File: src/rtl/rot_pkg.sv
// Shared constants for the rotation coefficient path: widths, Q7.10 format
// and the sequencer state encoding.
package rot_pkg;

  localparam int COEF_W  = 17;
  localparam int ANG_W   = 3;
  localparam int FRAC    = 10;
  localparam int LUT_LAT = 1;

  localparam logic [1:0] IDLE = 2'd0;
  localparam logic [1:0] COS  = 2'd1;
  localparam logic [1:0] SIN  = 2'd2;
  localparam logic [1:0] DONE = 2'd3;

  // Wide enough to count up to the lookup latency; never narrower than one bit.
  function automatic int cntWidth(input int lat);
    return (lat < 1) ? 1 : $clog2(lat + 1);
  endfunction

endpackage

File: src/rtl/rot_coef_sequencer_if.sv
// Request, lookup and coefficient buses of the coefficient sequencer.
// The master modport is the sequencer side, slave is the environment side.
interface rot_coef_sequencer_if
  import rot_pkg::*;
#(
  parameter int AW = ANG_W,
  parameter int CW = COEF_W
);

  logic          req_valid;
  logic          req_ready;
  logic [AW-1:0] req_aci;
  logic          req_eksi;

  logic [AW-1:0] lut_aci;
  logic          lut_eksi;
  logic          lut_mode;
  logic [CW-1:0] lut_out;

  logic          coef_valid;
  logic          coef_ready;
  logic [CW-1:0] cos_q;
  logic [CW-1:0] sin_q;

  modport master (
    input  req_valid, req_aci, req_eksi, lut_out, coef_ready,
    output req_ready, lut_aci, lut_eksi, lut_mode, coef_valid, cos_q, sin_q
  );

  modport slave (
    output req_valid, req_aci, req_eksi, lut_out, coef_ready,
    input  req_ready, lut_aci, lut_eksi, lut_mode, coef_valid, cos_q, sin_q
  );

endinterface

File: src/rtl/rot_coef_cache.sv
// One-entry tag store remembering the last completed angle request,
// used by the sequencer to skip the lookup on a repeat request.
module rot_coef_cache
  import rot_pkg::*;
#(
  parameter int AW = ANG_W
)(
  input  logic          clk,
  input  logic          reset,
  input  logic          storeEn_i,
  input  logic [AW-1:0] storeAci_i,
  input  logic          storeEksi_i,
  input  logic [AW-1:0] lookupAci_i,
  input  logic          lookupEksi_i,
  output logic          hit_o
);

  logic [AW-1:0] tagAci_q,  tagAci_d;
  logic          tagEksi_q, tagEksi_d;
  logic          hitVld_q,  hitVld_d;

  always_comb begin
    tagAci_d  = tagAci_q;
    tagEksi_d = tagEksi_q;
    hitVld_d  = hitVld_q;
    if (storeEn_i) begin
      tagAci_d  = storeAci_i;
      tagEksi_d = storeEksi_i;
      hitVld_d  = 1'b1;
    end
  end

  always_ff @(posedge clk) begin
    if (!reset) begin
      tagAci_q  <= '0;
      tagEksi_q <= 1'b0;
      hitVld_q  <= 1'b0;
    end else begin
      tagAci_q  <= tagAci_d;
      tagEksi_q <= tagEksi_d;
      hitVld_q  <= hitVld_d;
    end
  end

  assign hit_o = hitVld_q && (tagAci_q == lookupAci_i) && (tagEksi_q == lookupEksi_i);

endmodule

File: src/rtl/rot_coef_sequencer.sv
// Sequences the shared sin/cos lookup (cos phase, then sin phase) per angle request.
// Optional repeat-request bypass is enabled by defining ROT_COEF_CACHE_EN.
module rot_coef_sequencer
  import rot_pkg::*;
#(
  parameter int LAT = LUT_LAT
)(
  input  logic                 clk,
  input  logic                 reset,
  rot_coef_sequencer_if.master bus,
  output logic                 busy
);

  localparam int CNT_W = cntWidth(LAT);
  localparam logic [CNT_W-1:0] LAT_CNT = CNT_W'(LAT);

  logic [1:0]        state_q,   state_d;
  logic [CNT_W-1:0]  cnt_q,     cnt_d;
  logic [ANG_W-1:0]  lutAci_q,  lutAci_d;
  logic              lutEksi_q, lutEksi_d;
  logic              lutMode_q, lutMode_d;
  logic [COEF_W-1:0] cosCoef_q, cosCoef_d;
  logic [COEF_W-1:0] sinCoef_q, sinCoef_d;
  logic              lastPhase;

  // The lookup result is captured on the edge where the wait counter reaches the latency.
  assign lastPhase = (cnt_q == LAT_CNT);

`ifdef ROT_COEF_CACHE_EN
  logic cacheHit;

  rot_coef_cache #(.AW(ANG_W)) u_cache (
    .clk          (clk),
    .reset        (reset),
    .storeEn_i    ((state_q == SIN) && lastPhase),
    .storeAci_i   (lutAci_q),
    .storeEksi_i  (lutEksi_q),
    .lookupAci_i  (bus.req_aci),
    .lookupEksi_i (bus.req_eksi),
    .hit_o        (cacheHit)
  );
`endif

  always_comb begin
    state_d   = state_q;
    cnt_d     = cnt_q;
    lutAci_d  = lutAci_q;
    lutEksi_d = lutEksi_q;
    lutMode_d = lutMode_q;
    cosCoef_d = cosCoef_q;
    sinCoef_d = sinCoef_q;
    case (state_q)
      IDLE: begin
        if (bus.req_valid) begin
          lutAci_d  = bus.req_aci;
          lutEksi_d = bus.req_eksi;
          lutMode_d = 1'b0;
          cnt_d     = '0;
          state_d   = COS;
`ifdef ROT_COEF_CACHE_EN
          if (cacheHit) state_d = DONE;
`endif
        end
      end
      COS: begin
        if (lastPhase) begin
          cosCoef_d = bus.lut_out;
          lutMode_d = 1'b1;
          cnt_d     = '0;
          state_d   = SIN;
        end else begin
          cnt_d = cnt_q + CNT_W'(1);
        end
      end
      SIN: begin
        if (lastPhase) begin
          sinCoef_d = bus.lut_out;
          state_d   = DONE;
        end else begin
          cnt_d = cnt_q + CNT_W'(1);
        end
      end
      default: begin
        if (bus.coef_ready) state_d = IDLE;
      end
    endcase
  end

  always_ff @(posedge clk) begin
    if (!reset) begin
      state_q   <= IDLE;
      cnt_q     <= '0;
      lutAci_q  <= '0;
      lutEksi_q <= 1'b0;
      lutMode_q <= 1'b0;
      cosCoef_q <= '0;
      sinCoef_q <= '0;
    end else begin
      state_q   <= state_d;
      cnt_q     <= cnt_d;
      lutAci_q  <= lutAci_d;
      lutEksi_q <= lutEksi_d;
      lutMode_q <= lutMode_d;
      cosCoef_q <= cosCoef_d;
      sinCoef_q <= sinCoef_d;
    end
  end

  assign bus.req_ready  = (state_q == IDLE);
  assign bus.coef_valid = (state_q == DONE);
  assign bus.lut_aci    = lutAci_q;
  assign bus.lut_eksi   = lutEksi_q;
  assign bus.lut_mode   = lutMode_q;
  assign bus.cos_q      = cosCoef_q;
  assign bus.sin_q      = sinCoef_q;
  assign busy           = (state_q != IDLE);

endmodule
File: src/flat_wrapper.sv
// flat-port wrapper written by rule: the top's interface ports become plain ports
module rot_coef_sequencer_flat import rot_pkg::*;
#(
  parameter int LAT = LUT_LAT
)
  (clk, reset, busy, bus_req_valid, bus_req_aci, bus_req_eksi, bus_lut_out, bus_coef_ready, bus_req_ready, bus_lut_aci, bus_lut_eksi, bus_lut_mode, bus_coef_valid, bus_cos_q, bus_sin_q);
  rot_coef_sequencer_if bus_i ();
  input  logic clk;
  input  logic reset;
  output logic busy;
  input wire logic [$bits(bus_i.req_valid)-1:0] bus_req_valid;
  input wire logic [$bits(bus_i.req_aci)-1:0] bus_req_aci;
  input wire logic [$bits(bus_i.req_eksi)-1:0] bus_req_eksi;
  input wire logic [$bits(bus_i.lut_out)-1:0] bus_lut_out;
  input wire logic [$bits(bus_i.coef_ready)-1:0] bus_coef_ready;
  output wire logic [$bits(bus_i.req_ready)-1:0] bus_req_ready;
  output wire logic [$bits(bus_i.lut_aci)-1:0] bus_lut_aci;
  output wire logic [$bits(bus_i.lut_eksi)-1:0] bus_lut_eksi;
  output wire logic [$bits(bus_i.lut_mode)-1:0] bus_lut_mode;
  output wire logic [$bits(bus_i.coef_valid)-1:0] bus_coef_valid;
  output wire logic [$bits(bus_i.cos_q)-1:0] bus_cos_q;
  output wire logic [$bits(bus_i.sin_q)-1:0] bus_sin_q;
  assign bus_i.req_valid = bus_req_valid;
  assign bus_i.req_aci = bus_req_aci;
  assign bus_i.req_eksi = bus_req_eksi;
  assign bus_i.lut_out = bus_lut_out;
  assign bus_i.coef_ready = bus_coef_ready;
  assign bus_req_ready = bus_i.req_ready;
  assign bus_lut_aci = bus_i.lut_aci;
  assign bus_lut_eksi = bus_i.lut_eksi;
  assign bus_lut_mode = bus_i.lut_mode;
  assign bus_coef_valid = bus_i.coef_valid;
  assign bus_cos_q = bus_i.cos_q;
  assign bus_sin_q = bus_i.sin_q;
  rot_coef_sequencer #(.LAT(LAT)) u_core (.clk(clk), .reset(reset), .bus(bus_i), .busy(busy));
endmodule
File: config.mk
export PLATFORM = sky130hd
export DESIGN_NAME = rot_coef_sequencer_flat
export DESIGN_NICKNAME = d
export VERILOG_FILES = /design/src/rtl/rot_pkg.sv /design/src/rtl/rot_coef_sequencer_if.sv /design/src/rtl/rot_coef_cache.sv /design/src/rtl/rot_coef_sequencer.sv /design/src/flat_wrapper.sv
export SDC_FILE = /design/constraint.sdc
export NUM_CORES = 1
export LEC_CHECK = 0
export CAP_MARGIN = 25
export CELL_PAD_IN_SITES_DETAIL_PLACEMENT = 1
export CELL_PAD_IN_SITES_GLOBAL_PLACEMENT = 2
export CORE_MARGIN = 10
export CORE_UTILIZATION = 26
export DETAILED_ROUTE_END_ITERATION = 10
export HOLD_SLACK_MARGIN = 0.08
export MAX_ROUTING_LAYER = met4
export PLACE_DENSITY_LB_ADDON = 0.1
export SETUP_SLACK_MARGIN = 0.05
export SLEW_MARGIN = 40
export SYNTH_ARGS = -nofsm -noshare
export SYNTH_HDL_FRONTEND = slang
export SYNTH_SLANG_ARGS = --single-unit
File: constraint.sdc
create_clock -name clk -period 3 [get_ports clk]
set_input_delay 0.9 -clock clk [delete_from_list [all_inputs] [get_ports clk]]
set_output_delay 0.9 -clock clk [all_outputs]
set_load 0.01 [all_outputs]
==> reports/qor.yml, run 1 <==
drt-pass1-iter-count: 4
tns_ns: 0
ys_warn_count: 0
final-max-slew-violation-count: 0
syn_area_um2: 1720
crit_required_ns: 2.10
cts.clk_slew.worst_paths_ns: 0.09
dieArea_um2: 10300
critPathMaxStageDelay_ns: 0.53
design_area_um2: 2490
areaGrowthSynthToFinish_pct: 44.7
min_path_cells: 2
maxSlewHeadroom: 0.526
layout_common_cells: "nand2_1 (73), clkdlybuf4s50_1 (66), dfxtp_1 (42)"
startpoint: "u_core.state_q[0]"
fin_skew_ns: 0.00560
clk_latency_ns: 0.29
clk_path_buf_depth: 2
drtAntennaViolNets: 0
mostFrequentLayoutCell: "nand2_1"
ctsResizeCount: 0
fin_crit_ns: 2.61
grt.overflow.total: 0
ios: 67
core_area_um2: 6390
start_kind: "flop"
die_x_um: 101
grt_pass1_wl_um: 8620
post-cts-setup-buffers: 0
r2r_setup_slack_ns: 1.34
hpwl_um: 3870
drt-initial-drc-count: 40
syn-num-nets: 235
max_clock_freq_mhz: 383
worstPathCellList: "inv_1 -> ha_1 -> inv_1 -> clkdlybuf4s50_1"
leakagePower_nw: 0.817
rr_worst_depth: 6
drive_above_1_share: 0.116
ir_drop_uv: 251
antennaDiodeCount: 0
via_per_inst: 4.51
synth_cells: 205
end_kind: "output port"
clkSinkCount: 42
worst_slew_pin_slew_ns: 0.711
synth_seq_cells: 42
slowest_stage: "clkdlybuf4s50_1"
cp_common_cell: "inv_1"
r2r_start: "u_core.state_q[0]"
critPathMaxFanout: 6
grt_max_degree: 41
rows: 29
vias: 1556
ys_types: 28
hold_ws_ns: 0.459
die_h_um: 101
grt_pass1_vias: 1631
finalSetupViolCount: 0
start_util: 0.269
fill_cells: 775
cts_max_level: 2
avgSynthCellArea_um2: 8.39
holdBufCountCts: 0
drc: 0
placed_cell_area_um2: 2390
cts_tree: "built"
min_to: "u_core.bus.sin_q[16]"
status: "completed"
hp-start: "u_core.bus.sin_q[16]"
cp.arrival_ns: 1.71
rr_endpoint: "u_core.state_q[1]"
place_congestion: 0.704
fin_crit_sh: 0.870
io_buffers: 66
nNetsFinal: 297
antenna_found_initial: 0
drt-total-wl_um: 5350
finalHoldViolations: 0
drv_cap: 0
rsz0062_at_grt: "false"
ys_seq_area_frac: 0.489
root_buffer: "clkbuf_8"
critPathKind: "flop to output port"
power.density_nw_per_um2: 569
wl_per_cell_um: 15.5
track_usage: 0.106
cts_buffers: 5
hp-class: "flop to flop"
power by group:
part           leakage (nW)  switching [W]  internal (W)
sequential            0.339      0.0000301      0.000589
combinational         0.431       0.000209      0.000196
clock                0.0472       0.000207      0.000185
total                 0.817       0.000446      0.000970
flip-flops by register name (all words and copies together) (netlist names):
signal,flops
u_core.bus.lut_mode,1
u_core.state_q,2
u_core.bus.sin_q,17
u_core.bus.cos_q,17
u_core.cnt_q,1
u_core.bus.lut_aci,3
u_core.bus.lut_eksi,1
Yosys cell counts:
cell type | n | area share
inv_1 | 5 | 0.011
o21ai_0 | 2 | 0.0058
and2b_1 | 1 | 0.0044
buf_12 | 1 | 0.012
o311ai_1 | 1 | 0.0051
and2_1 | 1 | 0.0036
buf_8 | 1 | 0.0087
clkbuf_1 | 4 | 0.0087
nand2_2 | 6 | 0.022
a21oi_1 | 31 | 0.090
mux2_2 | 1 | 0.0065
a211oi_1 | 1 | 0.0044
nand2_1 | 73 | 0.16
buf_2 | 5 | 0.015
o22ai_1 | 1 | 0.0036
and2_4 | 1 | 0.0051
ha_1 | 5 | 0.036
o32a_2 | 1 | 0.0065
a21oi_2 | 10 | 0.051
nor3_1 | 1 | 0.0029
dfxtp_1 | 42 | 0.49
a31oi_1 | 1 | 0.0036
o21ba_2 | 1 | 0.0058
buf_6 | 2 | 0.013
nand3_1 | 4 | 0.012
nor4_2 | 1 | 0.0073
o41ai_1 | 1 | 0.0051
nand2b_1 | 1 | 0.0036
how the worst max path moves through the flow:
stage,to
2_1_floorplan,busy
3_3_place_gp,busy
3_5_place_dp,busy
4_1_cts,busy
5_1_grt,busy
6_report,busy
kinds of logic (layout without fill, tap and decap cells):
group	after synthesis	after routing	share of synthesized area
AOI/OAI and AO/OA	50	50	0.181
adders and majority gates	5	5	0.0364
buffers and inverters	18	81	0.0676
DFF	42	42	0.489
muxes	1	1	0.00654
and+or+nand+nor	89	89	0.220
per-layer routing:
| layer | routed length [µm] | up-vias | GRT usage |
|---|---|---|---|
| met5 | 0 | - | - |
| met4 | 43 | 0 | 0.0257 |
| met3 | 344 | 4 | 0.0361 |
| met2 | 2440 | 42 | 0.167 |
| met1 | 2520 | 716 | 0.127 |
| li1 | - | 794 | - |
worst max-delay path, delay by kind of cell (launching register included):
kind                     cells  cell delay [ns]
buffers and inverters        3             0.69
flip-flops                   1             0.43
adder cells (fa/ha/maj)      1             0.28
per-stage QoR:
stage / total power (W) / instances / util / worst slack [ns]
global placement: 0.00105 / 337 / 0.375 / 0.710
finish: 0.00142 / 345 / 0.390 / 0.391
detailed placement: 0.00105 / 337 / 0.375 / 0.699
global route: 0.00151 / 345 / 0.390 / 0.297
floorplan: 0.000882 / 205 / - / 1.15
CTS: 0.00145 / 345 / 0.390 / 0.362
area by class of cell:
cell class	count	area (µm²)	area share
Sequential cell	42	841	0.338
Timing Repair Buffer	68	676	0.271
Clock inverter	2	12.5	0.00503
Tap cell	77	96.3	0.0387
Multi-Input combinational cell	145	763	0.307
Clock buffer	6	82.6	0.0332
Inverter	5	18.8	0.00754
No activity file was read; power rests on OpenSTA's default activity.
==> run 2, diff against run 1 <==
--- a/config.mk
+++ b/config.mk
@@ -7,9 +7,9 @@
 export LEC_CHECK = 0
 export CAP_MARGIN = 25
 export CELL_PAD_IN_SITES_DETAIL_PLACEMENT = 1
-export CELL_PAD_IN_SITES_GLOBAL_PLACEMENT = 2
+export CELL_PAD_IN_SITES_GLOBAL_PLACEMENT = 1
 export CORE_MARGIN = 10
-export CORE_UTILIZATION = 26
+export CORE_UTILIZATION = 33
 export DETAILED_ROUTE_END_ITERATION = 10
 export HOLD_SLACK_MARGIN = 0.08
 export MAX_ROUTING_LAYER = met4
==> run 2 against run 1 <==
Clock-buffer cell count up 2. Utilization up 10 points. Global-route usage up 1.7 points. Worst hold slack worse by 0.0032 ns. Non-clock buffer count unchanged. Die area down 17%. Sequential power about the same. Critical path type unchanged. Register-to-register slack about the same. Clock power up 5.9%. Design area up 0.25%. Power up 0.54%.
==> reports/qor.yml, run 2 (synthesis results as in run 1) <==
status: "completed"
finalHoldViolations: 0  # unchanged
final-max-slew-violation-count: 0  # unchanged
post-cts-setup-buffers: 0  # unchanged
die_x_um: 92.2  # -9.0%
drv_cap: 0  # unchanged
antenna_found_initial: 0  # unchanged
tns_ns: 0  # unchanged
cts_tree: "built"
finalSetupViolCount: 0  # unchanged
post-route-util: 0.492  # +0.102
hold_ws_ns: 0.456  # -0.00324 ns
via_per_inst: 4.67  # +3.5%
clk_path_buf_depth: 2  # unchanged
grt_max_degree: 21  # -49%
die_h_um: 92.2  # -9.0%
finalPower_w: 0.00142  # +0.54%
clk_latency_ns: 0.28  # about the same
antennaDiodeCount: 0  # unchanged
areaGrowthSynthToFinish_pct: 45.1
track_usage: 0.123  # +0.0167
ios: 67  # unchanged
core_area_um2: 5070  # -21%
rsz0062_at_grt: "false"
max_clock_freq_mhz: 367  # -4.2%
root_buffer: "clkbuf_8"
mostFrequentLayoutCell: "nand2_1"
wl_per_cell_um: 14.8  # -4.8%
ctsResizeCount: 0  # unchanged
leakagePower_nw: 0.828  # +1.3%
power.density_nw_per_um2: 570  # +0.29%
place_congestion: 0.729  # +3.6%
dieArea_um2: 8500  # -17%
fin_skew_ns: 0.00624  # +0.000638 ns
drt-total-wl_um: 4990  # -6.7%
min_path_cells: 2  # unchanged
rows: 26  # -10%
start_kind: "flop"
vias: 1578  # +1.4%
wl_met2_um: 2470  # +1.3%
start_util: 0.339  # +0.0696
worst_slew_pin_slew_ns: 0.655  # -0.0566 ns
maxSlewHeadroom: 0.564  # +0.0377
drtAntennaViolNets: 0  # unchanged
cts_buffers: 5  # unchanged
cts.clk_slew.worst_paths_ns: 0.08  # about the same
rr_worst_depth: 5  # -1
cp.arrival_ns: 1.82  # +0.11 ns
end_kind: "output port"
crit_required_ns: 2.10  # about the same
drc: 0  # unchanged
drt-initial-drc-count: 35  # -13%
drt-pass1-iter-count: 4  # unchanged
grt_pass1_wl_um: 8410  # -2.4%
nNetsFinal: 297  # unchanged
clkSinkCount: 42  # unchanged
top_layer: "met4"
fill_cells: 641  # -17%
hp-class: "flop to flop"
cts_max_level: 2  # unchanged
grt.overflow.total: 0  # unchanged
critPathKind: "flop to output port"
critPathMaxFanout: 12  # +6
fin_crit_sh: 0.908  # +0.0378
met1_length_um: 2290  # -9.0%
hpwl_um: 3750  # -3.2%
grt_pass1_vias: 1696  # +4.0%
holdBufCountCts: 0  # unchanged
layout_common_cells: "nand2_1 (73), clkdlybuf4s50_1 (66), dfxtp_1 (42)"
ir_drop_uv: 349  # +39%
fin_crit_ns: 2.72  # +0.113 ns
met3_length_um: 198  # -42%
drive_above_1_share: 0.116  # unchanged
io_buffers: 66  # unchanged
-- run 2: changes by cell type in the layout (fill, tap and decap cells not counted), sizes merged --
cell      previous run  this run
clkbuf               6         8
clkinv               1         0
clkinvlp             1         0
-- run 2: layer usage --
| metal | vias up | track usage |
|---|---|---|
| li1 | 794 | - |
| met5 | - | - |
| met3 | 2 | 0.0399 |
| met2 | 35 | 0.205 |
| met1 | 747 | 0.140 |
| met4 | 0 | 0.0270 |
-- run 2: critical path, stage by stage (launching register included) --
cell	delay (ns)
dfxtp_1	0.36
inv_1	0.10
ha_1	0.44
clkdlybuf4s50_1	0.63
-- run 2: power breakdown --
| part | internal, W | switching [W] | leakage, nW |
|---|---|---|---|
| clock | 0.000232 | 0.000184 | 0.0575 |
| combinational | 0.000186 | 0.000202 | 0.431 |
| sequential | 0.000589 | 0.0000308 | 0.339 |
-- run 2: per-stage QoR --
step                std cells  worst slack (ns)  area, µm²
finish                    338             0.277       2500
detailed placement        330             0.576       2390
CTS                       338             0.256       2500
global placement          330             0.613       2390
floorplan                 205              1.15       1720
global route              338             0.178       2500
-- run 2: path summary, 6_finish.rpt --
kind	startpoint	to	slack [ns]
setup reg to reg	u_core.state_q[0]	u_core.state_q[0]	1.34
hold / removal	u_core.bus.cos_q[6]	u_core.bus.cos_q[6]	0.46
hold reg to reg	u_core.bus.cos_q[6]	u_core.bus.cos_q[6]	0.46
setup / recovery	u_core.state_q[0]	bus_req_ready	0.28
-- run 2: area by class of cell --
| class | count | area (µm²) | share of cell area |
|---|---|---|---|
| clock buffers | 8 | 110 | 0.0441 |
| multi-input cells | 145 | 763 | 0.306 |
| well taps | 70 | 87.6 | 0.0351 |
| repair buffers | 68 | 676 | 0.271 |
| inverters | 5 | 18.8 | 0.00752 |
| flip-flops and latches | 42 | 841 | 0.337 |
==> run 3, diff against run 2 <==
--- a/config.mk
+++ b/config.mk
@@ -10,6 +10,7 @@
 export CELL_PAD_IN_SITES_GLOBAL_PLACEMENT = 1
 export CORE_MARGIN = 10
 export CORE_UTILIZATION = 33
+export CTS_CLUSTER_DIAMETER = 120
 export DETAILED_ROUTE_END_ITERATION = 10
 export HOLD_SLACK_MARGIN = 0.08
 export MAX_ROUTING_LAYER = met4
==> results of run 3 <==
Final layout, timing and power as in run 2 (identical DEF).
==> edit, RTL diff (flow settings as in run 1) <==
`ANG_W`: 3 -> 6.
--- a/src/rtl/rot_pkg.sv
+++ b/src/rtl/rot_pkg.sv
@@ -5,3 +5,3 @@
   localparam int COEF_W  = 17;
-  localparam int ANG_W   = 3;
+  localparam int ANG_W   = 6;
   localparam int FRAC    = 10;
Interface: changed (resized bus_lut_aci and bus_req_aci); port bits go from 67 to 73. The function was not compared with the original's and may differ.
==> edit against run 1 <==
Global-route usage up 0.44 points. Clock power down 2%. Final cell count grew 4.3%. Sequential cell count is 3 higher. Setup slack lost 0.030 ns. Area after synthesis decreased by 0.58%. Utilization increased by 1.5 points. Non-clock buffer count increased by 5. Final area up 3.9%. Worst hold slack got worse by 0.0042 ns. Power increased by 1.7%. First-iteration DRC count is 120% higher. Routed wire length grew 3.3%. Critical path type unchanged.
==> edit: results (changes against run 1) <==
Run status
  • Run status: complete, no violations

Placed design
  • Post-detailed-placement cell area: 2500 um2 (+4.2%)
  • Number of instances in the placed design: 353 (+4.7%)
  • Placer congestion estimate: 0.742 (+5.4%)
  • Post-Place Setup Slack: 0.646 ns (-0.0532 ns)
  • Port bufs: 72 (+9.1%)
  • Total half-perimeter wirelength after legalization and detailed placement: 4160 um (+7.5%)

Drt
  • Number of DRC markers after the initial detailed-route iteration: 87 (+120%)
  • Total wirelength of the detailed-routed design: 5530 um (+3.3%)
  • DR WL met2: 2430 um (-0.57%)
  • Detailed-route via count: 1632 (+4.9%)
  • Met1 routed wirelength after detailed routing: 2730 um (+8.5%)
  • Vias per cell: 4.53 (+0.51%)

Synthesis
  • Share of the yosys chip area belonging to registers: 0.527 (+0.0380)
  • Multiplexer area fraction after synthesis: 0.0124 (+0.00589)
  • Synth cell count leaders: sky130_fd_sc_hd__nand2_1, sky130_fd_sc_hd__dfxtp_1, sky130_fd_sc_hd__a21oi_1, sky130_fd_sc_hd__clkbuf_1, sky130_fd_sc_hd__ha_1
  • Post-synth cell types: 21 (-25%)
  • Mapped Nets: 249 (+6.0%)
  • Compound-Gate Fraction of Synth Area: 0.155 (-0.0260)
  • Post-synthesis area per instance: 7.96 um2 (-5.2%)
  • Synth Area in Adders: 0.0439 (+0.00753)
  • Top area cells in the synthesized netlist: sky130_fd_sc_hd__dfxtp_1, sky130_fd_sc_hd__nand2_1, sky130_fd_sc_hd__a21oi_1

Clocking
  • Buffer count from post-CTS setup fixing: 0 (unchanged)
  • Root buffer selected by CTS: sky130_fd_sc_hd__clkbuf_8
  • Max H-tree Level: 2 (unchanged)

Setup path
  • Largest fanout on the critical path: 7 (+1)
  • Path depth of the worst reg2reg path: 5 (-1)
  • Crit path DAT: 1.74 ns (+0.03 ns)
  • Worst reg-to-reg setup slack: 1.29 ns (-0.05 ns)

Layout
  • Number of nets in the finished design: 317 (+6.7%)
  • Layout fillers: 765 (-1.3%)
  • Register area: 901 um2 (+7.1%)
  • Fraction of layout instances using a drive strength above 1: 0.0353 (-0.0803)

STA
  • Slew of the pin with the lowest slew margin: 0.649 ns (-0.0622 ns)
  • Worst-case clock skew: 0.00648 ns (+0.000880 ns)
  • Worst-case hold slack: 0.455 ns (-0.00425 ns)

Global route
  • Via count of the first global-routing pass: 1655 (+1.5%)
  • Global-route met3 utilization: 0.0364 (+0.000272)
  • Largest net degree at the start of global routing: 34 (-17%)
  • Overall track demand over capacity in global routing: 0.111 (+0.00438)
  • Global routing usage on met1: 0.151 (+0.0239)
  • Global Route met2 Usage: 0.153 (-0.0146)
  • Wire length of the first global-routing pass: 8840 um (+2.6%)

Power and ir drop
  • VDD IR-drop max: 0.000269 V (+7.3%)
  • Leakage component of the power: 0.882 nW (+7.9%)
  • Switching Power: 0.429 mW (-3.9%)

Worst hold path
  • Worst hold path endpoint: u_core.bus.sin_q[13]
  • Critical hold path startpoint: u_core.bus.sin_q[13]
-- edit: cell types whose count changed after synthesis, moves of 2 or more --
cell	run 1	this run
sky130_fd_sc_hd__clkbuf_1	4	7
sky130_fd_sc_hd__a21oi_1	31	44
sky130_fd_sc_hd__nand2_2	6	0
sky130_fd_sc_hd__o21ai_0	2	0
sky130_fd_sc_hd__buf_6	2	0
sky130_fd_sc_hd__and2_1	1	3
sky130_fd_sc_hd__dfxtp_1	42	45
sky130_fd_sc_hd__nand2_1	73	88
sky130_fd_sc_hd__a21oi_2	10	0
sky130_fd_sc_hd__nand3_1	4	0
-- edit: kinds of logic (layout without fill, tap and decap cells) --
kind of cell,Yosys count,count (layout)
AOI/OAI and AO/OA,49,49
adders and majority gates,6,6
buffers and inverters,17,85
DFF,45,45
muxes,2,2
and+or+nand+nor,96,96
-- edit: layout make-up --
class,instances,area share
flip-flops and latches,45,0.348
repair buffers,73,0.286
multi-input cells,153,0.286
well taps,77,0.0373
clock buffers,6,0.0319
inverters,5,0.00726
clock inverters,1,0.00290
-- edit: worst max path at each step --
stage | startpoint | endpoint | slack [ns] | depth (start not counted)
after CTS | u_core.state_q[0] | busy | 0.31 | 4
after floorplan | u_core.state_q[0] | busy | 1.23 | 3
final | u_core.state_q[0] | busy | 0.36 | 4
after global placement | u_core.state_q[0] | busy | 0.64 | 4
after global routing | u_core.state_q[0] | busy | 0.22 | 4
after detailed placement | u_core.state_q[0] | busy | 0.65 | 4
-- edit: power by group through the flow --
stage / sequential [mW] / combinational [mW] / clock (mW)
after global routing: 0.677 / 0.437 / 0.431
after floorplan: 0.685 / 0.206 / 0
after detailed placement: 0.685 / 0.394 / 0
after CTS: 0.671 / 0.396 / 0.404
after global placement: 0.684 / 0.398 / 0
final: 0.670 / 0.385 / 0.384
